`config.mk`:
```
export PLATFORM = sky130hd
export DESIGN_NAME = mem_arbiter_flat
export DESIGN_NICKNAME = d
export VERILOG_FILES = /design/src/rtl/mem_arbiter_pkg.sv /design/src/rtl/mem_arbiter_if.sv /design/src/rtl/mem_arb_pick.sv /design/src/rtl/mem_arbiter.sv /design/src/flat_wrapper.sv
export SDC_FILE = /design/constraint.sdc
export NUM_CORES = 1
export LEC_CHECK = 0
export CAP_MARGIN = 40
export CORE_AREA = 10 10 255 257
export DETAILED_ROUTE_END_ITERATION = 10
export DIE_AREA = 0 0 265 267
export HOLD_SLACK_MARGIN = 0.12
export PLACE_DENSITY = 0.37
export SLEW_MARGIN = 20
export SYNTH_ARGS = -nofsm -noshare
export SYNTH_HDL_FRONTEND = slang
export SYNTH_SLANG_ARGS = --single-unit
```
`constraint.sdc`:
```
create_clock -name clk -period 1.8 [get_ports clk]
set_clock_uncertainty 0.2 [all_clocks]
set_input_delay 0.45 -clock clk [delete_from_list [all_inputs] [get_ports clk]]
set_output_delay 0.45 -clock clk [all_outputs]
set_load 0.02 [all_outputs]
```
`src/rtl/mem_arbiter_pkg.sv`:
```
// Shared constants for the memory arbiter: default block geometry, FSM state encoding
// and grant-pointer values.
package mem_arbiter_pkg;

    localparam int DMEM_BLOCK_ADDR_SIZE = 10;
    localparam int DBLOCK_SIZE_BITS     = 128;

    typedef enum logic [1:0] {
        IDLE    = 2'd0,
        I_READ  = 2'd1,
        D_READ  = 2'd2,
        D_WRITE = 2'd3
    } arb_state_t;

    // The pointer records who was granted last; the cleared value favours D.
    localparam logic GRANT_I = 1'b0;
    localparam logic GRANT_D = 1'b1;

    function automatic logic is_read(arb_state_t s);
        return (s == I_READ) || (s == D_READ);
    endfunction

endpackage

```
`src/rtl/mem_arbiter_if.sv`:
```
// Bundles the I-side, D-side and memory-side signals of the arbiter.
// The slave modport is the arbiter's view; the master modport is the environment's view.
interface mem_arbiter_if
    import mem_arbiter_pkg::*;
#(
    parameter int BLOCK_ADDR_W = DMEM_BLOCK_ADDR_SIZE,
    parameter int BLOCK_BITS   = DBLOCK_SIZE_BITS
) ();

    logic                    i_ren;
    logic [BLOCK_ADDR_W-1:0] i_addr;
    logic                    i_ready;
    logic [BLOCK_BITS-1:0]   i_dout;

    logic                    d_ren;
    logic                    d_wen;
    logic [BLOCK_ADDR_W-1:0] d_addr;
    logic [BLOCK_BITS-1:0]   d_din;
    logic                    d_ready;
    logic                    d_done;
    logic [BLOCK_BITS-1:0]   d_dout;

    logic                    mem_ren;
    logic                    mem_wen;
    logic [BLOCK_ADDR_W-1:0] mem_addr;
    logic [BLOCK_BITS-1:0]   mem_din;
    logic                    mem_ready;
    logic                    mem_done;
    logic [BLOCK_BITS-1:0]   mem_dout;

    modport slave (
        input  i_ren, i_addr, d_ren, d_wen, d_addr, d_din,
        input  mem_ready, mem_done, mem_dout,
        output i_ready, i_dout, d_ready, d_done, d_dout,
        output mem_ren, mem_wen, mem_addr, mem_din
    );

    modport master (
        output i_ren, i_addr, d_ren, d_wen, d_addr, d_din,
        output mem_ready, mem_done, mem_dout,
        input  i_ready, i_dout, d_ready, d_done, d_dout,
        input  mem_ren, mem_wen, mem_addr, mem_din
    );

endinterface

```
`src/rtl/mem_arb_pick.sv`:
```
// Combinational grant selection used while the arbiter is idle.
// MEM_ARB_ROUND_ROBIN_EN selects round-robin between I and D; otherwise D has fixed priority.
module mem_arb_pick
    import mem_arbiter_pkg::*;
(
    input  logic       i_req,
    input  logic       d_rd,
    input  logic       d_wr,
    input  logic       last_grant,
    output arb_state_t next_state
);

    logic       d_req;
    arb_state_t d_op;

    // A pending D write always goes ahead of a D read issued alongside it.
    assign d_req = d_rd | d_wr;
    assign d_op  = d_wr ? D_WRITE : D_READ;

`ifdef MEM_ARB_ROUND_ROBIN_EN
    always_comb begin
        next_state = IDLE;
        if (d_req && i_req) begin
            next_state = (last_grant == GRANT_D) ? I_READ : d_op;
        end else if (d_req) begin
            next_state = d_op;
        end else if (i_req) begin
            next_state = I_READ;
        end
    end
`else
    logic unused_last_grant;
    assign unused_last_grant = last_grant;

    always_comb begin
        next_state = IDLE;
        if (d_req) begin
            next_state = d_op;
        end else if (i_req) begin
            next_state = I_READ;
        end
    end
`endif

endmodule

```
`src/rtl/mem_arbiter.sv`:
```
// Arbitrates one instruction-side and one data-side requester onto a single block memory port.
// Define MEM_ARB_ROUND_ROBIN_EN for round-robin I/D arbitration instead of fixed D priority.
module mem_arbiter
    import mem_arbiter_pkg::*;
#(
    parameter int BLOCK_ADDR_W = DMEM_BLOCK_ADDR_SIZE,
    parameter int BLOCK_BITS   = DBLOCK_SIZE_BITS
) (
    input  logic         clk,
    input  logic         rst,
    mem_arbiter_if.slave bus
);

    arb_state_t              state;
    arb_state_t              next_state;
    arb_state_t              pick_state;
    logic                    last_grant;
    logic                    mem_ren_q;
    logic                    mem_wen_q;
    logic [BLOCK_ADDR_W-1:0] addr_q;
    logic [BLOCK_BITS-1:0]   din_q;

    mem_arb_pick u_pick (
        .i_req      (bus.i_ren),
        .d_rd       (bus.d_ren),
        .d_wr       (bus.d_wen),
        .last_grant (last_grant),
        .next_state (pick_state)
    );

    always_ff @(posedge clk) begin
        if (rst) begin
            state <= IDLE;
        end else begin
            state <= next_state;
        end
    end

    // Requests only matter in IDLE; a busy state waits solely for its own completion strobe.
    always_comb begin
        next_state = state;
        case (state)
            IDLE:           next_state = pick_state;
            I_READ, D_READ: if (bus.mem_ready) next_state = IDLE;
            D_WRITE:        if (bus.mem_done)  next_state = IDLE;
            default:        next_state = IDLE;
        endcase
    end

    // Memory strobes follow the next state so they rise on the same edge as the grant.
    always_ff @(posedge clk) begin
        if (rst) begin
            mem_ren_q <= 1'b0;
            mem_wen_q <= 1'b0;
            addr_q    <= '0;
            din_q     <= '0;
        end else begin
            mem_ren_q <= is_read(next_state);
            mem_wen_q <= (next_state == D_WRITE);
            if (state == IDLE) begin
                case (pick_state)
                    I_READ:  addr_q <= bus.i_addr;
                    D_READ:  addr_q <= bus.d_addr;
                    D_WRITE: begin
                        addr_q <= bus.d_addr;
                        din_q  <= bus.d_din;
                    end
                    default: ;
                endcase
            end
        end
    end

`ifdef MEM_ARB_ROUND_ROBIN_EN
    always_ff @(posedge clk) begin
        if (rst) begin
            last_grant <= GRANT_I;
        end else if ((state == IDLE) && (pick_state != IDLE)) begin
            last_grant <= (pick_state == I_READ) ? GRANT_I : GRANT_D;
        end
    end
`else
    assign last_grant = GRANT_I;
`endif

    assign bus.mem_ren  = mem_ren_q;
    assign bus.mem_wen  = mem_wen_q;
    assign bus.mem_addr = addr_q;
    assign bus.mem_din  = din_q;

    // Gating with rst keeps an abandoned transaction from leaking a completion pulse.
    assign bus.i_ready  = !rst && (state == I_READ)  && bus.mem_ready;
    assign bus.d_ready  = !rst && (state == D_READ)  && bus.mem_ready;
    assign bus.d_done   = !rst && (state == D_WRITE) && bus.mem_done;
    assign bus.i_dout   = bus.mem_dout;
    assign bus.d_dout   = bus.mem_dout;

endmodule

```
`src/flat_wrapper.sv`:
```
// flat-port wrapper written by rule: the top's interface ports become plain ports
module mem_arbiter_flat import mem_arbiter_pkg::*;
#(
    parameter int BLOCK_ADDR_W = DMEM_BLOCK_ADDR_SIZE,
    parameter int BLOCK_BITS   = DBLOCK_SIZE_BITS
)
  (clk, rst, bus_i_ren, bus_i_addr, bus_d_ren, bus_d_wen, bus_d_addr, bus_d_din, bus_mem_ready, bus_mem_done, bus_mem_dout, bus_i_ready, bus_i_dout, bus_d_ready, bus_d_done, bus_d_dout, bus_mem_ren, bus_mem_wen, bus_mem_addr, bus_mem_din);
  mem_arbiter_if #(.BLOCK_ADDR_W(BLOCK_ADDR_W), .BLOCK_BITS(BLOCK_BITS)) bus_i ();
  input  logic clk;
  input  logic rst;
  input wire logic [$bits(bus_i.i_ren)-1:0] bus_i_ren;
  input wire logic [$bits(bus_i.i_addr)-1:0] bus_i_addr;
  input wire logic [$bits(bus_i.d_ren)-1:0] bus_d_ren;
  input wire logic [$bits(bus_i.d_wen)-1:0] bus_d_wen;
  input wire logic [$bits(bus_i.d_addr)-1:0] bus_d_addr;
  input wire logic [$bits(bus_i.d_din)-1:0] bus_d_din;
  input wire logic [$bits(bus_i.mem_ready)-1:0] bus_mem_ready;
  input wire logic [$bits(bus_i.mem_done)-1:0] bus_mem_done;
  input wire logic [$bits(bus_i.mem_dout)-1:0] bus_mem_dout;
  output wire logic [$bits(bus_i.i_ready)-1:0] bus_i_ready;
  output wire logic [$bits(bus_i.i_dout)-1:0] bus_i_dout;
  output wire logic [$bits(bus_i.d_ready)-1:0] bus_d_ready;
  output wire logic [$bits(bus_i.d_done)-1:0] bus_d_done;
  output wire logic [$bits(bus_i.d_dout)-1:0] bus_d_dout;
  output wire logic [$bits(bus_i.mem_ren)-1:0] bus_mem_ren;
  output wire logic [$bits(bus_i.mem_wen)-1:0] bus_mem_wen;
  output wire logic [$bits(bus_i.mem_addr)-1:0] bus_mem_addr;
  output wire logic [$bits(bus_i.mem_din)-1:0] bus_mem_din;
  assign bus_i.i_ren = bus_i_ren;
  assign bus_i.i_addr = bus_i_addr;
  assign bus_i.d_ren = bus_d_ren;
  assign bus_i.d_wen = bus_d_wen;
  assign bus_i.d_addr = bus_d_addr;
  assign bus_i.d_din = bus_d_din;
  assign bus_i.mem_ready = bus_mem_ready;
  assign bus_i.mem_done = bus_mem_done;
  assign bus_i.mem_dout = bus_mem_dout;
  assign bus_i_ready = bus_i.i_ready;
  assign bus_i_dout = bus_i.i_dout;
  assign bus_d_ready = bus_i.d_ready;
  assign bus_d_done = bus_i.d_done;
  assign bus_d_dout = bus_i.d_dout;
  assign bus_mem_ren = bus_i.mem_ren;
  assign bus_mem_wen = bus_i.mem_wen;
  assign bus_mem_addr = bus_i.mem_addr;
  assign bus_mem_din = bus_i.mem_din;
  mem_arbiter #(.BLOCK_ADDR_W(BLOCK_ADDR_W), .BLOCK_BITS(BLOCK_BITS)) u_core (.clk(clk), .rst(rst), .bus(bus_i));
endmodule
```
==> flow_summary_export.csv, run 1 <==
group,metric,value,unit
power,finalPower,9.357,mW
power,ir_drop,0.7069,mV
global_route,grt_pass1_vias,5779,
power,comb_power_share,23.2,%
yosys,synth.most_common_cell,"nand2_1",
clock_tree,cts_tree,"done",
yosys,synth_common_cells,"nand2_1 (258), buf_4 (257), dfxtp_1 (142)",
sta,tightestPinTransition,0.5280,ns
detailed_routing,dr.pass1.iters,4,
sta,fmax,506.7,MHz
yosys,synth_top_area_share,39.30,%
clock_tree,clock-root-buffer,"clkbuf_16",
worst_setup_path,path_class,"reg -> out",
global_route,grt_max_degree,78,
floorplan,rows,90,
yosys,synth.area.top_cells,"dfxtp_1 (39%), buf_4 (27%), nand2_1 (13%)",
finish,fin_nets,1231,
clock_tree,cts_buffer_depth,2,
clock_tree,clk_pin_slew_worst_paths,0.06,ns
outcome,status,"finished, violations left",
yosys,synth_edf_count,0,
yosys,syn_nets,1178,
worst_setup_path,path_max_fanout,4,
yosys,synthDistinctLibCells,25,
detailed_routing,wl_per_cell,15.70,microns
worst_setup_path,startpoint_type,"flop",
power,p_clk_share,39.1,%
floorplan,start_util,12.07,%
yosys,async_flop_share,0,%
sta,period_needed,1.974,ns
placement,port_buffers,297,
yosys,syn_area_per_cell,8.136,sq um
global_route,track_usage,7.175,%
yosys,synth_cells,889,
floorplan,fp.dieW,265,microns
power,leakage,3.637,nW
sta,slew_viol_final,0,
power,pwr-share-seq,37.7,%
worst_setup_path,critPathMaxStageDelay,0.38,ns
sta,fin_crit_sh,109.7,%
power,switching_share,29.86,%
yosys,netlist_area,0.007233,sq mm
sta,setup_viol,13,
flow_run,maxCapViolCount,0,
clock_tree,cts_sinks,142,
worst_setup_path,crit_path_top_delay_cell,"dfxtp_4",
detailed_routing,routed_wl,27290,microns
global_route,grt_overflow,0,
detailed_routing,ant_nets,0,
detailed_routing,avgViaCountPerCell,3.215,
finish,layout-drive-gt1-share,26.81,%
outcome,violations,"negative setup slack",
worst_setup_path,endpoint_kind,"output pin",
placement,hpwl,18550,microns
clock_tree,htreeDepth,4,
finish,n_fill_cell,6823,
worst_setup_path,crit_required,1.15,ns
placement,gp_congestion,0.6765,
sta,finalHoldViolCount,0,
floorplan,floorplan.io_pins,682,
power,power_switching,2.794,mW
power,power.density,922.8,mW/mm^2
floorplan,die_h,267,microns
floorplan,core_area,0.05991,sq mm
yosys,synth_ff_type,"dfxtp_1",
worst_setup_path,rr_worst_depth,8,
yosys,ys.warnings.count,0,
detailed_routing,drc_errors,0,
worst_setup_path,path_cells,"inv_2 > ha_4 > and3_4 > buf_6",
power,internal_power,6.563,mW
yosys,yosysTopAreaCell,"dfxtp_1",
floorplan,design.die.area,0.07076,sq mm
yosys,ys_seq_elements,142,
sta,setup_ws,-0.1737,ns
clock_tree,worstSkewPairLatency,0.46,ns
clock_tree,numCtsBuffers,17,
worst_hold_path,hold_path_depth,2,
sta,slew_headroom,64.80,%
global_route,grt_pass1_wl,37320,microns
sta,hold_ws,0.2522,ns
global_route,antenna_found_initial,0,
detailed_routing,vias,5588,
worst_hold_path,hold_path_class,"reg -> reg",
detailed_routing,drt_iter0_markers,204,
yosys,yosysSeqAreaShare,39.30,%
finish,area_growth,40.18,%
worst_setup_path,cp.arrival,1.32,ns
sta,rsz0062_at_grt,"true",
finish,fin_util,16.93,%
-- metrics by stage --
step                      setup TNS (ns)  std cells  area, sq um  worst slack (ns)
after global routing              -1.945       1737        10140           -0.2494
after floorplan                        0        889         7236         0.0001275
after detailed placement          -40.25       1689         9195           -0.5710
after global placement            -36.98       1689         9195           -0.5718
after CTS                         -8.183       1727        10080           -0.2340
final                            -0.7103       1738        10140           -0.1737
-- state kept, by name (all words and copies together) (netlist names) --
name                 cells
u_core.bus.mem_din     128
u_core.bus.mem_addr     10
u_core.state             2
u_core.bus.mem_ren       1
u_core.bus.mem_wen       1
-- logic make-up after synthesis --
group,after synthesis,share of synthesized area [%]
and+or+nand+nor,269,14.31
adders and majority gates,6,1.038
muxes,9,1.246
DFF,142,39.30
AOI/OAI and AO/OA,155,12.23
buffers and inverters,308,31.88
-- worst max-delay path: cells and delay by family, from the launching register on --
kind	cells	cell delay [ns]
adder cells (fa/ha/maj)	1	0.15
buffers and inverters	2	0.18
flip-flops	1	0.38
AND/OR/NAND/NOR	1	0.16
-- layout by cell type (no fill, tap or decap), types with 9 or more instances in the layout --
cell type,instances
buf_2,34
nand2_1,250
mux2i_1,9
clkdlybuf4s15_2,101
dfxtp_1,139
o21ai_0,10
buf_4,23
a21oi_2,21
clkdlybuf4s50_1,153
a21oi_1,117
clkbuf_16,20
-- repair_timing --
item / in CTS / in global routing
gates resized for setup: 472 / 42
buffers inserted: 3 / 6
pin swaps: 2 / 1
hold buffers: 0 / 0
cloned: 3 / 4
setup endpoints to repair: 147 / 145
-- final timing paths --
kind | slack, ns | to | from
max | -0.17 | bus_i_ready | u_core.state[1]
min | 0.25 | u_core.bus.mem_din[75] | u_core.bus.mem_din[75]
max reg2reg | -0.14 | u_core.bus.mem_ren | u_core.state[1]
min reg2reg | 0.25 | u_core.bus.mem_din[75] | u_core.bus.mem_din[75]
-- layer usage --
| metal | global-route usage (%) | vias up | routed length [microns] |
|---|---|---|---|
| met1 | 6.798 | 2511 | 10010 |
| met4 | 4.659 | 0 | 1131 |
| li1 | - | 2674 | - |
| met2 | 10.91 | 318 | 12600 |
| met3 | 5.273 | 85 | 3546 |
| met5 | 0.2841 | - | 0 |
-- cell type report --
class	count	area, sq um	share of cell area [%]
Clock inverter	12	136.4	1.345
Inverter	5	21.27	0.2098
Multi-Input combinational cell	439	2181	21.51
Timing Repair Buffer	337	3512	34.64
Clock buffer	20	456.7	4.504
Antenna cell	1	2.502	0.02468
Sequential cell	142	2851	28.12
Tap cell	782	978.4	9.650
-- power by group through the flow --
stage	Clock, mW	Combinational, mW	Sequential, mW
finish	3.66	2.17	3.53
global placement	0	2.08	3.59
CTS	3.90	2.13	3.53
global route	4.01	2.37	3.56
floorplan	0	1.52	3.89
detailed placement	0	2.08	3.60
No activity file was read; power rests on OpenSTA's default activity.
==> run 2: changes to the inputs <==
CORE_AREA = 10 10 259 261   (was 10 10 255 257)
DIE_AREA = 0 0 269 271   (was 0 0 265 267)
DONT_BUFFER_PORTS = 1   (was default)
PLACE_DENSITY = 0.3   (was 0.37)
SKIP_LAST_GASP = 1   (was default)
SYNTH_HIERARCHICAL = 1   (was default)
==> run 2 against run 1 <==
Net effect:
- the run ends with negative hold slack, negative setup slack left
- cell count fell by 9.6%
- via count fell by 14%
- critical path depth rose by 1
- clock power rose by 11%
- largest power group unchanged
- highest routed layer unchanged
==> flow_summary_export.csv, run 2 <==
group,metric,value,unit
sta,hold_ws,-0.1480,ns
sta,period_needed,2.130,ns
yosys,netlist_area,0.007118,sq mm
sta,rsz0062_at_grt,"true",
sta,setup_viol,82,
worst_setup_path,endpoint_kind,"output pin",
worst_setup_path,path_max_fanout,3,
finish,stdcell_count,1572,
finish,fin_nets,1011,
global_route,grt_overflow,0,
worst_hold_path,hold_path_class,"in -> reg",
detailed_routing,vias,4803,
finish,area_growth,11.23,%
clock_tree,cts_tree,"done",
sta,tightestPinTransition,0.3589,ns
detailed_routing,routed_wl,24520,microns
yosys,syn_nets,1183,
placement,pre_cts_slack,-0.05901,ns
detailed_routing,drt_iter0_markers,180,
worst_setup_path,path_common_cell,"buf_6",
sta,setup_ws,-0.3298,ns
finish,final_common_cell,"nand2_1",
worst_setup_path,path_class,"reg -> out",
floorplan,rows,91,
worst_setup_path,path_cells,"buf_6 > buf_6 > ha_4 > nor3b_2 > buf_4",
sta,fin_crit_sh,118.3,%
detailed_routing,wl_per_cell,15.60,microns
sta,slew_headroom,76.07,%
clock_tree,cts_sinks,142,
worst_setup_path,critPathMaxStageDelay,0.34,ns
yosys,syn_area_per_cell,7.962,sq um
yosys,ys.warnings.count,6,
clock_tree,clk_pin_slew_worst_paths,0.07,ns
floorplan,start_util,11.56,%
finish,n_fill_cell,7080,
detailed_routing,ant_nets,0,
finish,stdcell_area,0.007918,sq mm
global_route,track_usage,6.476,%
global_route,grt_pass1_wl,33690,microns
floorplan,design.die.area,0.07290,sq mm
sta,finalHoldViolCount,142,
sta,slew_viol_final,0,
clock_tree,worstSkewPairLatency,0.47,ns
yosys,synth_cells,894,
placement,place_inst,1466,
clock_tree,cts_buffer_depth,2,
floorplan,die_h,271,microns
sta,fin_setup_tns,-4.858,ns
placement,port_buffers,0,
floorplan,floorplan.io_pins,682,
floorplan,fp.dieW,269,microns
flow_run,maxCapViolCount,0,
power,comb_power_share,13.3,%
worst_setup_path,crit_required,1.15,ns
clock_tree,numCtsBuffers,17,
clock_tree,clock-root-buffer,"clkbuf_16",
power,switching_share,29.25,%
global_route,antenna_found_initial,0,
power,pwr-share-seq,42.7,%
worst_setup_path,cp.arrival,1.48,ns
sta,fmax,469.5,MHz
placement,hpwl,17410,microns
detailed_routing,dr.pass1.iters,4,
global_route,grt_max_degree,148,
worst_setup_path,critical_path_buf_inv_count,3,
finish,layout-drive-gt1-share,13.06,%
clock_tree,htreeDepth,4,
power,finalPower,9.246,mW
power,power_switching,2.704,mW
global_route,grt_pass1_vias,4869,
worst_setup_path,crit_family,"buffers and inverters",
finish,final_cell_mix,"nand2_1 (258), dfxtp_1 (140), a21oi_1 (128)",
outcome,status,"finished, violations left",
placement,place_area,0.006354,sq mm
power,ir_drop,0.6856,mV
power,p_clk_share,44.0,%
floorplan,core_area,0.06160,sq mm
placement,gp_congestion,0.6758,
outcome,violations,"negative hold slack, negative setup slack",
power,power.density,1168,mW/mm^2
worst_setup_path,startpoint_type,"flop",
detailed_routing,drc_errors,0,
finish,largest_reg_flops,128,
detailed_routing,avgViaCountPerCell,3.055,
worst_setup_path,crit_path_top_delay_cell,"dfxtp_2",
power,leakage,2.782,nW
finish,antenna_cells,0,
power,internal_power,6.541,mW
run 2: worst paths after layout:
check | startpoint | endpoint | slack [ns] | cells past startpoint
worst max-delay path | u_core/state[1] | bus_d_ready | -0.33 | 5
worst max register to register | u_core/state[1] | u_core/bus.mem_ren | -0.12 | 8
worst min register to register | u_core/bus.mem_din[124] | u_core/bus.mem_din[124] | 0.36 | 2
worst min-delay path | rst | u_core/bus.mem_addr[7] | -0.15 | 1
run 2: what timing repair did:
item / 4_1_cts / 5_1_grt
setup buffers: 6 / 1
endpoints found under the hold margin: 142 / 142
setup endpoints to repair: 45 / 121
hold buffers: 48 / 16
gates resized for setup: 16 / 1
cloned: 4 / 0
run 2: power by group through the flow:
| stage | Sequential, mW | Combinational (mW) | Clock (mW) |
|---|---|---|---|
| final | 3.95 | 1.23 | 4.07 |
| after global routing | 3.99 | 1.37 | 4.41 |
| after CTS | 3.97 | 1.23 | 4.33 |
| after detailed placement | 4.03 | 0.943 | 0 |
| after global placement | 4.04 | 0.929 | 0 |
| after floorplan | 3.93 | 1.53 | 0 |
run 2: stage by stage:
stage	utilization [%]	hold WS (ns)
finish	12.85	-0.1480
global route	12.85	-0.2003
CTS	12.58	-0.2061
detailed placement	10.31	0.3454
global placement	10.31	0.3423
floorplan	-	0.3327
run 2: layout make-up:
cell class | count | area [sq um] | share of cell area (%)
tap | 837 | 1047 | 13.23
timing repair buffer | 114 | 1264 | 15.96
inverter | 5 | 18.77 | 0.2370
clock buffer | 19 | 442.9 | 5.594
sequential | 142 | 2845 | 35.94
multi-input combinational | 442 | 2090 | 26.39
clock inverter | 13 | 210.2 | 2.655
run 2: routing by layer:
layer | vias up | track usage (%) | wire [microns]
met1 | 2145 | 6.023 | 8317
met3 | 118 | 3.638 | 3272
met2 | 308 | 9.878 | 11250
met4 | 0 | 6.135 | 1675
met5 | - | 0.2770 | 0
li1 | 2232 | - | -
